## config.mk

```make
export PLATFORM = sky130hd
export DESIGN_NAME = kmeans_acc_block_kn
export DESIGN_NICKNAME = d
export VERILOG_FILES = /design/src/rtl/kmeans_pkg.sv /design/src/rtl/kmeans_sat_add.sv /design/src/rtl/kmeans_acc_block_kn.sv
export SDC_FILE = /design/constraint.sdc
export NUM_CORES = 1
export LEC_CHECK = 0
export ABC_AREA = 1
export BUFFER_PORTS_ARGS = -buffer_cell sky130_fd_sc_hd__clkbuf_2
export CORE_MARGIN = 2
export CORE_UTILIZATION = 35
export CTS_CLUSTER_DIAMETER = 150
export DETAILED_ROUTE_END_ITERATION = 6
export PLACE_DENSITY = 0.47
export SETUP_SLACK_MARGIN = 0.05
export SLEW_MARGIN = 25
export SYNTH_ARGS = -nofsm -noshare
export SYNTH_HDL_FRONTEND = slang
export SYNTH_HIERARCHICAL = 1
export SYNTH_SLANG_ARGS = --single-unit
```

## constraint.sdc

```tcl
create_clock -name clk -period 3.7 [get_ports clk]
set_clock_uncertainty 0.15 [all_clocks]
set_input_delay 0.37 -clock clk [delete_from_list [all_inputs] [get_ports clk]]
set_output_delay 0.37 -clock clk [all_outputs]
set_load 0.005 [all_outputs]
```

## src/rtl/kmeans_pkg.sv

```systemverilog
// Shared definitions for the k-means accumulator: default widths, drain/clear
// state encoding and an elaboration-time log2 helper.
package kmeans_pkg;

  localparam int DEF_INPUT_DATA_WIDTH = 8;
  localparam int DEF_DIMS             = 2;
  localparam int DEF_CENTROIDS        = 4;
  localparam int DEF_CENTROID_BITS    = 2;
  localparam int DEF_ACC_WIDTH        = 16;
  localparam int DEF_COUNTER_WIDTH    = 8;

  typedef enum logic [1:0] {
    ST_ACC   = 2'd0,
    ST_DRAIN = 2'd1,
    ST_CLEAR = 2'd2
  } state_e;

  // Smallest r with 2**r >= v; written as a bounded loop so it elaborates anywhere.
  function automatic int clog2(input int v);
    int r;
    r = 0;
    for (int i = 0; i < 31; i++) begin
      if ((1 << i) < v) r = i + 1;
    end
    return r;
  endfunction

endpackage

```

## src/rtl/kmeans_sat_add.sv

```systemverilog
// Combinational unsigned saturating adder: a + zero-extended b, clamped to
// all-ones with a flag when the result does not fit in a_width bits.
module kmeans_sat_add #(
  parameter int a_width = 16,
  parameter int b_width = 8
) (
  input  logic [a_width-1:0] a,
  input  logic [b_width-1:0] b,
  output logic [a_width-1:0] sum,
  output logic               sat
);

  logic [a_width:0] full;

  always_comb begin
    full = {1'b0, a} + {{(a_width + 1 - b_width){1'b0}}, b};
    sat  = full[a_width];
    sum  = sat ? '1 : full[a_width-1:0];
  end

endmodule

```

## src/rtl/kmeans_acc_block_kn.sv

```systemverilog
// Per-centroid sum/count accumulator with saturation, sticky overflow and a
// drain-then-clear sequencer feeding the centroid-update stage.
module kmeans_acc_block_kn
  import kmeans_pkg::*;
#(
  parameter int input_data_width = DEF_INPUT_DATA_WIDTH,
  parameter int dims             = DEF_DIMS,
  parameter int centroids        = DEF_CENTROIDS,
  parameter int centroid_bits    = DEF_CENTROID_BITS,
  parameter int acc_width        = DEF_ACC_WIDTH,
  parameter int counter_width    = DEF_COUNTER_WIDTH
) (
  input  logic                              clk,
  input  logic                              rst,
  input  logic                              acc_valid,
  output logic                              acc_ready,
  input  logic [dims*input_data_width-1:0]  acc_data,
  input  logic [centroid_bits-1:0]          selected_centroid,
  input  logic                              drain_start,
  output logic                              out_valid,
  input  logic                              out_ready,
  output logic [centroid_bits-1:0]          out_centroid,
  output logic [dims*acc_width-1:0]         out_sums,
  output logic [counter_width-1:0]          out_count,
  output logic                              busy,
  output logic                              done,
  output logic                              overflow
);

  localparam int IW = input_data_width;
  localparam int AW = acc_width;
  localparam int unsigned NC = centroids;
  localparam logic [centroid_bits-1:0] LAST_IDX = centroid_bits'(centroids - 1);

  state_e                   state_q, state_d;
  logic [centroid_bits-1:0] idx_q, idx_d;
  logic                     ovf_q, ovf_d;
  logic [AW-1:0]            sum_q [centroids][dims];
  logic [AW-1:0]            sum_d [centroids][dims];
  logic [counter_width-1:0] cnt_q [centroids];
  logic [counter_width-1:0] cnt_d [centroids];

  logic                     accept;
  logic                     sel_ok;
  logic [centroid_bits-1:0] sel_idx;
  logic [AW-1:0]            add_sum [dims];
  logic [dims-1:0]          add_sat;
  logic [counter_width-1:0] cnt_sum;
  logic                     cnt_sat;

  assign accept  = acc_valid && (state_q == ST_ACC);
  assign sel_ok  = (32'(selected_centroid) < NC);
  // Out-of-range indices are steered to entry 0 so the adders never read past the array.
  assign sel_idx = sel_ok ? selected_centroid : '0;

  for (genvar d = 0; d < dims; d++) begin : g_dim_add
    kmeans_sat_add #(.a_width(AW), .b_width(IW)) u_sum_add (
      .a   (sum_q[sel_idx][d]),
      .b   (acc_data[d*IW +: IW]),
      .sum (add_sum[d]),
      .sat (add_sat[d])
    );
  end

  kmeans_sat_add #(.a_width(counter_width), .b_width(1)) u_cnt_add (
    .a   (cnt_q[sel_idx]),
    .b   (1'b1),
    .sum (cnt_sum),
    .sat (cnt_sat)
  );

  always_comb begin
    state_d = state_q;
    idx_d   = idx_q;
    ovf_d   = ovf_q;
    sum_d   = sum_q;
    cnt_d   = cnt_q;
    case (state_q)
      ST_ACC: begin
        // A sample accepted alongside drain_start lands before the drain begins.
        if (accept) begin
          if (sel_ok) begin
            for (int d = 0; d < dims; d++) sum_d[sel_idx][d] = add_sum[d];
            cnt_d[sel_idx] = cnt_sum;
            if ((|add_sat) || cnt_sat) ovf_d = 1'b1;
          end else begin
            ovf_d = 1'b1;
          end
        end
        if (drain_start) begin
          state_d = ST_DRAIN;
          idx_d   = '0;
        end
      end
      ST_DRAIN: begin
        if (out_ready) begin
          if (idx_q == LAST_IDX) state_d = ST_CLEAR;
          else                   idx_d   = idx_q + 1'b1;
        end
      end
      ST_CLEAR: begin
        for (int c = 0; c < centroids; c++) begin
          cnt_d[c] = '0;
          for (int d = 0; d < dims; d++) sum_d[c][d] = '0;
        end
        idx_d   = '0;
        state_d = ST_ACC;
      end
      default: state_d = ST_ACC;
    endcase
  end

  always_ff @(posedge clk) begin
    if (rst) begin
      state_q <= ST_ACC;
      idx_q   <= '0;
      ovf_q   <= 1'b0;
      for (int c = 0; c < centroids; c++) begin
        cnt_q[c] <= '0;
        for (int d = 0; d < dims; d++) sum_q[c][d] <= '0;
      end
    end else begin
      state_q <= state_d;
      idx_q   <= idx_d;
      ovf_q   <= ovf_d;
      sum_q   <= sum_d;
      cnt_q   <= cnt_d;
    end
  end

  // Outputs decode registered state or read the arrays through the registered index.
  assign acc_ready    = (state_q == ST_ACC);
  assign out_valid    = (state_q == ST_DRAIN);
  assign busy         = (state_q != ST_ACC);
  assign done         = (state_q == ST_CLEAR);
  assign overflow     = ovf_q;
  assign out_centroid = idx_q;
  assign out_count    = out_valid ? cnt_q[idx_q] : '0;

  for (genvar d = 0; d < dims; d++) begin : g_out_sums
    assign out_sums[d*AW +: AW] = out_valid ? sum_q[idx_q][d] : '0;
  end

endmodule

```

==> results.txt <==
Antenna Nets Post-Route: 0
CP Max Fanout: 35
FMAX: 0.3359 GHz
Fillers: 3261
Combinational share of power: 13.9%
Layout cells sized above 1: 10.77%
Dominant synthesized flop cell: dfxtp_1
Critical path class: reg2out
Die Width: 176.7 um
Sw Ratio: 28.88%
Clock buffer depth: 2
Dpl hpwl: 23730 um
Port bufs: 69
Worst-path clk slew: 0.06 ns
FP Rows: 63
Seq/Total Area, Yosys: 31.65%
Post-Syn Nets: 1740
CP endpoint kind: output pin
Hold_buf cts: 0
EDFF count, synth: 0
Largest cells by area after synthesis: dfxtp_1 32%, nand2_1 13%, nand3_1 13%, a21oi_1 9.9%, nor2_1 8.5%
Diode count: 0
# setup viols final: 0
Yosys top cell area share: 31.65%
Post-CTS Resized: 0
Max Cap Violations: 0
Post-route cell area: 0.01182 mm^2
Initial DRT Pass Iterations: 5
I/O pin count: 70
Via density: 5.325
Peak VDD IR: 0.0002717 V
Final hold violation count: 0
Sequential share of power: 42.5%
Startpoint types: flop
Die Y: 176.7 um
Post-DP Area: 0.01121 mm^2
Total track usage: 24.56%
Die ar.: 0.03121 mm^2
Gpl congestion: 0.8545
Worst Slack Setup Final: 0.7229 ns
Final #Nets: 1748
DRT iter0 DRCs: 939
Synth Register Bits: 165
CTS buffer count: 17
Worst min path class: in2reg
Fin. max-slew vios: 0
Asr flop ratio synth: 0%
Number of H-tree levels: 4
Outcome: finished, final reports clean
Drc violations: 0
Place WS: 0.3252 ns
Tmin final: 2.977 ns
PD cells: 365.9 mW/mm^2
Initial core utilization: 35.40%
Area leader, netlist: dfxtp_1
CORE AREA: 0.02948 mm^2
Sink Count: 165
Mapped cell area: 0.01044 mm^2
Finished Layout Cells: 2107
Multi-input logic area: 0.006130 mm^2
Initial antenna violation count: 0
Mapped Avg Cell Area: 6.153 um^2
Crit share post-route: 80.46%
Pint: 3.077 mW
Ys Warns: 6
Leading cell types in the layout, fill and taps excluded: 361 x nand2_1, 263 x nand3_1, 233 x nor2_1
Post-route setup TNS: 0 ns
Slew of the pin with the lowest slew margin: 0.8490 ns
Critical Path RT: 3.18 ns
Avg WL per Cell: 17.91 um
Clk Latency, worst-skew pair: 0.43 ns
Vias in the first global route: 10568
CTS tree: built
DP Cell Count: 2075
Tot Pwr: 4.326 mW
Library cells used by synthesis: 34
Setup Buffers After CTS: 0
Register area: 0.003308 mm^2
Routed WL: 37730 um
Clock Root Buffer: clkbuf_16
Global-route wire length before repair: 59690 um
RSZ-0062 raised after global routing: no
NetSw: 1.249 mW
Largest net degree at the start of global routing: 61
GRT overflow: 0
Mapped Cells: 1696
Clock power share: 43.6%
Total number of vias: 11220
Most common cell after layout, fill and taps aside: nand2_1
Relative slew slack: 43.31%
Leak: 4.692 nW
Area Growth Syn to Fin: 13.30%
Worst EP arrival: 2.46 ns
-- per-stage QoR --
| stage | utilization (%) | hold slack (ns) |
|---|---|---|
| floorplan | - | 0.3099 |
| global placement | 38.04 | 0.3316 |
| detailed placement | 38.04 | 0.3354 |
| CTS | 40.10 | 0.03691 |
| global route | 40.10 | 0.06491 |
| finish | 40.10 | 0.05406 |
-- Yosys cell counts, types with 2 or more instances --
| cell type | n |
|---|---|
| nand4_1 | 7 |
| nand3_4 | 3 |
| ha_1 | 19 |
| nand2_1 | 361 |
| nand3_1 | 267 |
| nor3_1 | 3 |
| dfxtp_1 | 165 |
| and2_4 | 2 |
| a22oi_1 | 38 |
| o211ai_1 | 2 |
| o21ai_0 | 83 |
| nor2_2 | 5 |
| nand2_2 | 3 |
| nand3b_1 | 2 |
| xor2_1 | 7 |
| inv_2 | 7 |
| nand3_2 | 10 |
| nor2_4 | 2 |
| a21oi_1 | 207 |
| inv_1 | 135 |
| nor2_1 | 235 |
| fa_1 | 2 |
| buf_2 | 38 |
| o2111ai_1 | 2 |
| nand2_4 | 2 |
| nor3_4 | 2 |
| buf_6 | 2 |
| or2_0 | 2 |
| buf_1 | 10 |
| clkbuf_1 | 69 |
-- area by class of cell --
| type | instances | area share (%) |
|---|---|---|
| timing repair buffer | 108 | 6.371 |
| sequential | 165 | 27.98 |
| inverter | 142 | 4.530 |
| clock inverter | 12 | 1.281 |
| clock buffer | 20 | 3.863 |
| multi-input combinational | 1270 | 51.85 |
| tap | 390 | 4.127 |
-- worst paths after layout --
kind | startpoint | endpoint | slack (ns) | cells past startpoint
setup / recovery | out_centroid[0] | out_sums[7] | 0.72 | 5
setup reg to reg | sum_q[96] | sum_q[44] | 1.00 | 16
hold reg to reg | sum_q[81] | sum_q[81] | 0.35 | 2
hold / removal | out_ready | state_q[1] | 0.05 | 3
-- routing by layer --
metal	wire, um	GRT usage (%)
met1	18250	35.11
met2	17050	39.19
met3	1845	2.620
met4	580	6.680
met5	0	0
-- state kept, by name, indices dropped and copies added, names as in the netlist --
| name | cells |
|---|---|
| sum_q | 128 |
| state_q | 2 |
| overflow | 1 |
| out_centroid | 2 |
| cnt_q | 32 |
-- cell families after synthesis --
| logic type | share of synthesized area [%] |
|---|---|
| adder cells (fa/ha/maj) | 2.662 |
| buffers and inverters | 9.988 |
| other | 0.03594 |
| AND/OR/NAND/NOR | 37.99 |
| flip-flops | 31.65 |
| XOR/XNOR | 0.5875 |
| AO/OA/AOI/OAI | 17.09 |
-- worst max-delay path, stage by stage, from the launching register on --
cell and delay (ns):
dfxtp_4 0.48, inv_2 0.36, buf_4 0.47, o21ai_0 0.16, a21oi_1 0.35, clkbuf_2 0.19
-- power by group through the flow --
| stage | clock, mW | combinational (mW) | sequential (mW) |
|---|---|---|---|
| after floorplan | 0 | 0.380 | 1.86 |
| after global placement | 0 | 0.606 | 1.88 |
| after detailed placement | 0 | 0.604 | 1.88 |
| after CTS | 1.93 | 0.606 | 1.84 |
| after global routing | 1.99 | 0.672 | 1.84 |
| final | 1.89 | 0.603 | 1.84 |
Power figures use the tool's default switching activity.
